### src/rtl/delay_pkg.sv
// -----------------------------------------------------------------------------
// delay_pkg
// Shared definitions for the ROM->RAM delay-copy checker slice.
//   DATA_W / ADDR_W : word and address widths of the capture RAM
//   DEPTH           : number of words (2^ADDR_W)
//   state_t         : checker FSM encoding (IDLE/RUN/DRAIN/DONE)
//   exp_val()       : arithmetic expected pattern, base + addr*step, wrapping
// -----------------------------------------------------------------------------
package delay_pkg;

    localparam int DATA_W = 8;
    localparam int ADDR_W = 4;
    localparam int DEPTH  = 1 << ADDR_W;

    typedef enum logic [1:0] {
        IDLE  = 2'd0,
        RUN   = 2'd1,
        DRAIN = 2'd2,
        DONE  = 2'd3
    } state_t;

    // The product is taken in DATA_W bits so the pattern wraps modulo 2^DATA_W.
    function automatic logic [DATA_W-1:0] exp_val(
        input logic [ADDR_W-1:0] addr,
        input logic [DATA_W-1:0] base,
        input logic [DATA_W-1:0] step
    );
        logic [DATA_W-1:0] prod;
        prod = DATA_W'(addr) * step;
        return base + prod;
    endfunction

endpackage

### src/rtl/capture_ram.sv
// -----------------------------------------------------------------------------
// capture_ram
// 16x8 register-file RAM plus a per-address "written" mask.
//   clk, rst_n     : clock, asynchronous active-low reset (clears mem and mask)
//   i_wrEn         : write strobe; stores i_wrData at i_wrAddr and marks it
//   i_wrAddr       : write address
//   i_wrData       : write data
//   i_clr          : clears the whole written mask (mem contents are kept)
//   i_rdEn         : registered read enable
//   i_rdAddr       : read address
//   o_rdData       : registered read data
//   o_rdWritten    : registered mask bit of the word read
// -----------------------------------------------------------------------------
module capture_ram
    import delay_pkg::*;
(
    input  logic              clk,
    input  logic              rst_n,
    input  logic              i_wrEn,
    input  logic [ADDR_W-1:0] i_wrAddr,
    input  logic [DATA_W-1:0] i_wrData,
    input  logic              i_clr,
    input  logic              i_rdEn,
    input  logic [ADDR_W-1:0] i_rdAddr,
    output logic [DATA_W-1:0] o_rdData,
    output logic              o_rdWritten
);

    logic [DATA_W-1:0] r_mem [DEPTH];
    logic [DEPTH-1:0]  r_wmask;
    logic [DATA_W-1:0] r_rdData;
    logic              r_rdWritten;

    // Storage and mask. The write is evaluated after the clear so that a
    // same-cycle write keeps its own mask bit set.
    always_ff @(posedge clk or negedge rst_n) begin
        if (!rst_n) begin
            r_mem   <= '{default: '0};
            r_wmask <= '0;
        end else begin
            if (i_clr) begin
                r_wmask <= '0;
            end
            if (i_wrEn) begin
                r_mem[i_wrAddr]   <= i_wrData;
                r_wmask[i_wrAddr] <= 1'b1;
            end
        end
    end

    // Registered read port; holds its last value when not enabled.
    always_ff @(posedge clk or negedge rst_n) begin
        if (!rst_n) begin
            r_rdData    <= '0;
            r_rdWritten <= 1'b0;
        end else if (i_rdEn) begin
            r_rdData    <= r_mem[i_rdAddr];
            r_rdWritten <= r_wmask[i_rdAddr];
        end
    end

    assign o_rdData    = r_rdData;
    assign o_rdWritten = r_rdWritten;

endmodule

### src/rtl/ram_capture_check.sv
// -----------------------------------------------------------------------------
// ram_capture_check
// Sink for the ROM->RAM delay-copy stage. Captures write beats into a 16x8
// RAM, and on a start/done handshake streams all words back in address order
// while comparing each against base + addr*step.
//   clk, rst_n      : clock, asynchronous active-low reset
//   write_en        : capture strobe (ignored while busy)
//   ram_addr        : capture address
//   rom_data        : capture data
//   clr_sig         : clears the written mask (ignored while busy)
//   start_sig       : check request, held until done_sig
//   done_sig        : one-cycle completion pulse
//   busy            : check in progress
//   rd_valid        : readback beat valid
//   rd_addr         : readback address
//   rd_data         : readback data
//   err_cnt         : number of failing words (mismatch or unwritten), 0..16
//   err_flag        : err_cnt != 0
//   first_err_addr  : lowest failing address, 0 if none
// -----------------------------------------------------------------------------
module ram_capture_check #(
    parameter int                        DATA_W   = delay_pkg::DATA_W,
    parameter int                        ADDR_W   = delay_pkg::ADDR_W,
    parameter logic [delay_pkg::DATA_W-1:0] EXP_BASE = 8'h00,
    parameter logic [delay_pkg::DATA_W-1:0] EXP_STEP = 8'h01
) (
    input  logic              clk,
    input  logic              rst_n,
    input  logic              write_en,
    input  logic [ADDR_W-1:0] ram_addr,
    input  logic [DATA_W-1:0] rom_data,
    input  logic              clr_sig,
    input  logic              start_sig,
    output logic              done_sig,
    output logic              busy,
    output logic              rd_valid,
    output logic [ADDR_W-1:0] rd_addr,
    output logic [DATA_W-1:0] rd_data,
    output logic [ADDR_W:0]   err_cnt,
    output logic              err_flag,
    output logic [ADDR_W-1:0] first_err_addr
);

    import delay_pkg::*;

    state_t            r_state;
    logic [ADDR_W-1:0] r_rdPtr;
    logic              r_busy;
    logic              r_done;
    logic              r_rdValid;
    logic [ADDR_W-1:0] r_rdAddr;
    logic [ADDR_W:0]   r_errCnt;
    logic [ADDR_W-1:0] r_firstErr;

    logic              w_idle;
    logic              w_ramWrEn;
    logic              w_ramClr;
    logic              w_ramRdEn;
    logic [DATA_W-1:0] w_rdData;
    logic              w_rdWritten;
    logic              w_startCheck;
    logic              w_wordFail;

    // Captures and mask clears are only accepted while no check is running,
    // so the readback sees a frozen snapshot of the RAM.
    assign w_idle       = (r_state == IDLE);
    assign w_ramWrEn    = write_en & w_idle;
    assign w_ramClr     = clr_sig & w_idle;
    assign w_ramRdEn    = (r_state == RUN);
    assign w_startCheck = w_idle & start_sig;

    capture_ram u_ram (
        .clk         (clk),
        .rst_n       (rst_n),
        .i_wrEn      (w_ramWrEn),
        .i_wrAddr    (ram_addr),
        .i_wrData    (rom_data),
        .i_clr       (w_ramClr),
        .i_rdEn      (w_ramRdEn),
        .i_rdAddr    (r_rdPtr),
        .o_rdData    (w_rdData),
        .o_rdWritten (w_rdWritten)
    );

    // Check sequencer: RUN issues one read per cycle for all 16 addresses,
    // DRAIN lets the last beat reach the compare stage, DONE pulses done_sig.
    always_ff @(posedge clk or negedge rst_n) begin
        if (!rst_n) begin
            r_state   <= IDLE;
            r_rdPtr   <= '0;
            r_busy    <= 1'b0;
            r_done    <= 1'b0;
            r_rdValid <= 1'b0;
            r_rdAddr  <= '0;
        end else begin
            r_done <= 1'b0;
            case (r_state)
                IDLE: begin
                    if (start_sig) begin
                        r_state <= RUN;
                        r_rdPtr <= '0;
                        r_busy  <= 1'b1;
                    end
                end
                RUN: begin
                    r_rdValid <= 1'b1;
                    r_rdAddr  <= r_rdPtr;
                    r_rdPtr   <= r_rdPtr + ADDR_W'(1);
                    if (r_rdPtr == {ADDR_W{1'b1}}) begin
                        r_state <= DRAIN;
                    end
                end
                DRAIN: begin
                    r_rdValid <= 1'b0;
                    r_state   <= DONE;
                end
                DONE: begin
                    r_done  <= 1'b1;
                    r_busy  <= 1'b0;
                    r_state <= IDLE;
                end
                default: begin
                    r_state <= IDLE;
                end
            endcase
        end
    end

    // A beat fails if its address was never written or its data is off-pattern.
    assign w_wordFail = ~w_rdWritten |
                        (w_rdData != exp_val(r_rdAddr, EXP_BASE, EXP_STEP));

    // Compare stage, one cycle behind each readback beat. Results are cleared
    // when a check starts and then held until the next start. The first
    // failing address is captured while the count is still zero.
    always_ff @(posedge clk or negedge rst_n) begin
        if (!rst_n) begin
            r_errCnt   <= '0;
            r_firstErr <= '0;
        end else if (w_startCheck) begin
            r_errCnt   <= '0;
            r_firstErr <= '0;
        end else if (r_rdValid && w_wordFail) begin
            r_errCnt <= r_errCnt + (ADDR_W+1)'(1);
            if (r_errCnt == '0) begin
                r_firstErr <= r_rdAddr;
            end
        end
    end

    assign done_sig       = r_done;
    assign busy           = r_busy;
    assign rd_valid       = r_rdValid;
    assign rd_addr        = r_rdAddr;
    assign rd_data        = w_rdData;
    assign err_cnt        = r_errCnt;
    assign err_flag       = (r_errCnt != '0);
    assign first_err_addr = r_firstErr;

endmodule
### config.mk
export PLATFORM = sky130hd
export DESIGN_NAME = ram_capture_check
export DESIGN_NICKNAME = d
export VERILOG_FILES = /design/src/rtl/delay_pkg.sv /design/src/rtl/capture_ram.sv /design/src/rtl/ram_capture_check.sv
export SDC_FILE = /design/constraint.sdc
export NUM_CORES = 1
export LEC_CHECK = 0
export CAP_MARGIN = 5
export CORE_MARGIN = 2
export CORE_UTILIZATION = 49
export DETAILED_ROUTE_END_ITERATION = 8
export PLACE_DENSITY = 0.77
export RECOVER_POWER = 50
export SLEW_MARGIN = 10
export SYNTH_ARGS = -nofsm -noshare
export SYNTH_HDL_FRONTEND = slang
export SYNTH_HIERARCHICAL = 1
export SYNTH_SLANG_ARGS = --single-unit
### constraint.sdc
create_clock -name clk -period 2.9 [get_ports clk]
set_clock_uncertainty 0.2 [all_clocks]
set_input_delay 0.58 -clock clk [delete_from_list [all_inputs] [get_ports clk]]
set_output_delay 0.58 -clock clk [all_outputs]
set_load 0.05 [all_outputs]
### Word level (Yosys, flattened, before mapping)

Index checks and enable logic that the tools add are counted.

| operators by class | value |
|---|---|
| $add $sub $neg | 2 |
| order comparisons | 6 |
| equal/unequal tests | 7 |
| multiplexer cells | 26 |
| bitwise gates (word level) | 8 |
| reductions and logical operators | 15 |

Operator list:

| operator | number |
|---|---|
| 128-bit bitwise mux | 1 |
| 8-bit binary-select mux with 4-bit select | 1 |
| 8-bit demux with 4-bit select | 1 |
| 16-bit two-way mux | 2 |
| 8-bit two-way mux | 3 |
| 4-bit two-way mux | 4 |
| 16-bit OR | 1 |
| 5-bit greater-or-equal comparator, second input constant | 2 |
| 4-bit by 5-bit less-than comparator with 1-bit output, second input constant | 2 |
| 5-bit two-way mux | 2 |
| 4-bit inverter with 5-bit output | 2 |
| 2-bit nonzero test | 5 |
| 8-bit by 4-bit != test with 1-bit output | 1 |
| 2-bit one-hot mux with 4 select lines | 1 |
| 4-bit one-hot mux with 2 select lines | 1 |
| 2-bit AND reduction | 4 |
| 5-bit by 1-bit adder with 5-bit output, second input constant | 1 |
| 5-bit zero test | 1 |
| 5-bit by 1-bit less-than comparator with 1-bit output, second input constant | 1 |
| 5-bit nonzero test | 1 |
| 4-bit by 1-bit adder with 4-bit output, second input constant | 1 |
| 1-bit binary-select mux with 4-bit select | 1 |
| 1-bit demux with 4-bit select | 1 |
| 2-bit == test, second input constant | 2 |
| 12 further kinds | 22 |

| storage, ports and cells | value |
|---|---|
| register bits | 175 |
| input bits | 17 |
| output and inout port bits | 25 |
| word-level logic and storage cells | 91 |

### Longest topological paths before layout

| depth | value |
|---|---|
| depth after elaboration | 6 |
| depth in mapped cells | 7 |
| gate-level depth less buffers | 6 |

### By module

Netlist, hierarchy kept.

Modules (own cells, without submodules):

| module | instances | cells an instance | area an instance (um^2) | sequential area each (um^2) |
|---|---|---|---|---|
| capture_ram | 1 | 429 | 6814.0 | 3828.7 |
| ram_capture_check | 1 | 118 | 1213.7 | 550.5 |

### Worst setup path before layout

Ideal clock, no wire load.

| timing path | value |
|---|---|
| path type | reg2reg |
| from | register r_errCnt[0] (netlist: err_cnt[0]) |
| to | register r_firstErr[0] (netlist: first_err_addr[0]) |
| library setup time | 0.079 ns |
| arrival time | 1.931 ns |
| data required time | 2.621 ns |
| setup slack | 0.690 ns |
| cell stages (with the launch flop) | 6 |
| path buffers | 0 |
| clock period less this slack | 2.210 ns |
| path through | dfrtp_1 inv_1 ha_1 or4b_4 a211oi_4 mux2i_1 |

| on the way | value |
|---|---|
| cells in the longest elaborated chain, start to end | 3 |

RTL lines:

| item | RTL line | text |
|---|---|---|
| start: declaration | ram_capture_check.sv:52 | `logic [ADDR_W:0] r_errCnt;` |
| start signal: assignment | ram_capture_check.sv:144 | `r_errCnt <= r_errCnt + (ADDR_W+1)'(1);` |
| 5-bit zero test | ram_capture_check.sv:145 | `if (r_errCnt == '0) begin` |
| 2-bit nonzero test (no source line) | - |  |
| 2-bit AND reduction (no source line) | - |  |
| end signal: assignment | ram_capture_check.sv:146 | `r_firstErr <= r_rdAddr;` |
| end: declaration | ram_capture_check.sv:53 | `logic [ADDR_W-1:0] r_firstErr;` |

Every way passes these cells.
A chain may end at the register's enable or synchronous reset.

### Final worst setup path

| timing path | value |
|---|---|
| from | register r_errCnt[0] (netlist: err_cnt[0]) |
| to | output port err_flag |

| on the way | value |
|---|---|
| cells in the longest elaborated chain, start to end | 1 |

RTL lines:

| item | RTL line | text |
|---|---|---|
| 5-bit nonzero test | ram_capture_check.sv:157 | `assign err_flag = (r_errCnt != '0);` |
| end: declaration | ram_capture_check.sv:40 | `output logic err_flag,` |

Every way passes these cells.

==> summary.txt <==
Run status
  – Status: finished, final reports clean

Floorplan
  – Die width: 132 um
  – Num rows: 46
  – I/O pins: 42
  – Die height: 132 um
  – Core area: 0.0159 mm^2
  – Initial Util: 0.504
  – Full die area: 0.0174 mm^2

Worst setup path
  – CP max stage delay: 0.47 ns
  – Worst Path Max Fanout: 5
  – CP top delay family: buffers and inverters
  – Worst path bufs/invs: 2
  – CP Data Required Time: 2.12 ns
  – CP Launch Type: flip-flop
  – CP arrival: 1.98 ns
  – Crit end category: output port
  – Critical-path cell list: inv_1, ha_1, or4b_4, dlygate4sd2_1
  – Critical Path Slowest Stage Cell: or4b_4
  – WS Path Type: reg2out

Power and ir drop
  – Tot Pwr: 9860 uW
  – Pwr dens: 1060 mW/mm^2
  – Pleak: 0.00418 uW
  – VDD IR-drop max: 0.000702 V

Layout
  – Final #Nets: 630
  – Share of cells above drive strength 1: 0.382
  – Syn-to-layout area delta: 15.5%
  – Most common cell after layout, fill and taps aside: dfrtp_1
  – Ant diodes: 0
  – Commonest cells after routing, fill and taps aside: 174 x dfrtp_1, 132 x mux2_2, 39 x clkdlybuf4s50_1
  – Design area: 0.00927 mm^2

Timing
  – Setup TNS: 0 ns
  – Actual slew at the worst max-slew pin: 1.42 ns
  – Max-slew violation count: 0
  – Min Tclk post-route: 2.76 ns
  – RSZ-0062 raised after global routing: false
  – Final Hold Slack: 0.281 ns
  – Endpoints failing hold: 0
  – Final Cycle Share: 0.950
  – Slew headroom: 0.0537
  – Fmax: 363 MHz
  – Final Setup Violations: 0

Detailed routing
  – Initial DRC count: 303
  – Pre-antenna DRT Iters: 4
  – DR DRC count: 0
  – Final ANT Viol Nets: 0
  – WL/cell: 20.9 um
  – Final wirelength: 17.4 mm
  – Vias per cell: 5.81
  – DR vias: 4843

Place
  – PortBufs: 41
  – Dpl hpwl: 11.7 mm
  – Area of placed instances: 0.00876 mm^2
  – Final Wtd Congestion: 0.791

Synth
  – Synth area leaders: dfrtp_1 55%, mux2_2 19%, mux4_2 9.3%
  – Mapped cell area: 0.00803 mm^2
  – Post-synth top area cell: dfrtp_1
  – Mean post-synth cell area: 14.7 um^2
  – Synth Net Count: 572
  – Post-synth cell types: 41
  – Gate Count Post-Synth: 547
  – Flops & latches, synth: 175
  – Synth warn: 6
  – Synth top area share: 0.546
  – Post-synthesis sequential area ratio: 0.546

Clock network
  – Worst-path clk slew: 0.06 ns
  – Htree depth: 4
  – Clk_lat worst skew: 0.42 ns
  – Root Buffer: clkbuf_16
  – Longest Clk Path Bufs: 2
  – Clk sinks: 175
  – CTS tree: done
  – Num CTS Buffers: 17

Global routing
  – Vias in the first global route: 5273
  – Gr usage total: 0.213
  – Initial antenna violation count: 0
  – Largest net degree at the start of global routing: 68
  – Congestion Overflow GR: 0
  – First-pass GRT wire length: 28.7 mm

Flow run
  – Max-cap violations: 0

Worst hold path
  – Hold WC Path Type: reg2reg
[cell usage after synthesis, drive strengths merged]
library cell / count
xor2: 4
a21oi: 6
nor2b: 2
clkinv: 1
or2: 1
ha: 8
nor4: 2
o31ai: 1
o21ai: 15
inv: 13
dfrtp: 175
a32o: 1
nand2: 21
nor2: 21
nor3b: 3
o22ai: 9
a21o: 10
or4b: 1
nand3b: 4
and3: 1
nand3: 4
and2: 4
buf: 18
mux2: 132
a21boi: 1
nand2b: 9
mux2i: 19
a211oi: 1
a221oi: 9
clkbuf: 11
mux4: 36
a31oi: 1
nand4: 3
[registers in the layout, summed over array words and instances, names as in the netlist]
name	flops
rd_valid	1
rd_addr	4
u_ram/o_rdData	8
busy	1
u_ram/o_rdWritten	1
r_state	2
r_rdPtr	4
first_err_addr	4
err_cnt	5
u_ram/r_wmask	16
done_sig	1
u_ram/r_mem	128
[cells by family after synthesis]
logic type | after synthesis | synth area share
flops | 175 | 0.546
simple gates | 76 | 0.0528
xor+xnor | 4 | 0.00436
mux | 187 | 0.311
fa+ha+maj | 8 | 0.0125
buf+inv | 43 | 0.0279
compound gates | 54 | 0.0457
[timing repair]
action	CTS	global route
setup buffers	0	0
hold buffers	1	0
hold endpoints to repair	54	0
gates resized for setup	1	0
endpoints found under the setup margin	1	0
[where the power goes]
part,internal [uW],switching (uW)
logic,1850,1720
registers,3500,736
clock network,1130,917
[metrics by stage]
stage | utilization | setup WS [ns] | instances
floorplan | - | 0.690 | 547
global placement | 0.550 | 0.178 | 801
detailed placement | 0.550 | 0.0879 | 801
CTS | 0.583 | 0.123 | 833
global route | 0.581 | 0.0294 | 833
finish | 0.581 | 0.144 | 833
[worst reg2reg max path: stages (launching register included)]
cell and delay [ns]:
dfrtp_1 0.41, inv_1 0.13, ha_1 0.32, and2_1 0.30, nor3b_2 0.30, nand3b_1 0.45
mux2_2 0.43
[final timing paths]
kind | start | end | slack [ns] | depth (start not counted)
worst max-delay path | err_cnt[0] | err_flag | 0.14 | 4
worst min-delay path | u_ram/r_wmask[14] | u_ram/r_wmask[14] | 0.28 | 1
worst max register to register | r_state[1] | u_ram/r_mem[59] | 0.25 | 6
worst min register to register | u_ram/r_wmask[14] | u_ram/r_wmask[14] | 0.28 | 1
max in group asynchronous | rst_n | u_ram/r_mem[20] | 0.41 | 3
min in group asynchronous | rst_n | err_cnt[4] | 0.81 | 2
[per-layer routing]
layer / share of wire / up-vias / GRT usage
met5: 0 / - / 0
met1: 0.44 / 2582 / 0.292
met3: 0.059 / 22 / 0.0496
met4: 0.017 / 0 / 0.0694
li1: - / 2123 / -
met2: 0.49 / 116 / 0.340
[layout make-up]
cell class,count,area (um^2)
timing repair buffer,68,614
sequential,175,4380
clock buffer,21,460
tap,216,270
inverter,14,52.6
multi-input combinational,329,3420
fill,1252,6670
clock inverter,10,66.3
(Power assumes the default switching activity.)
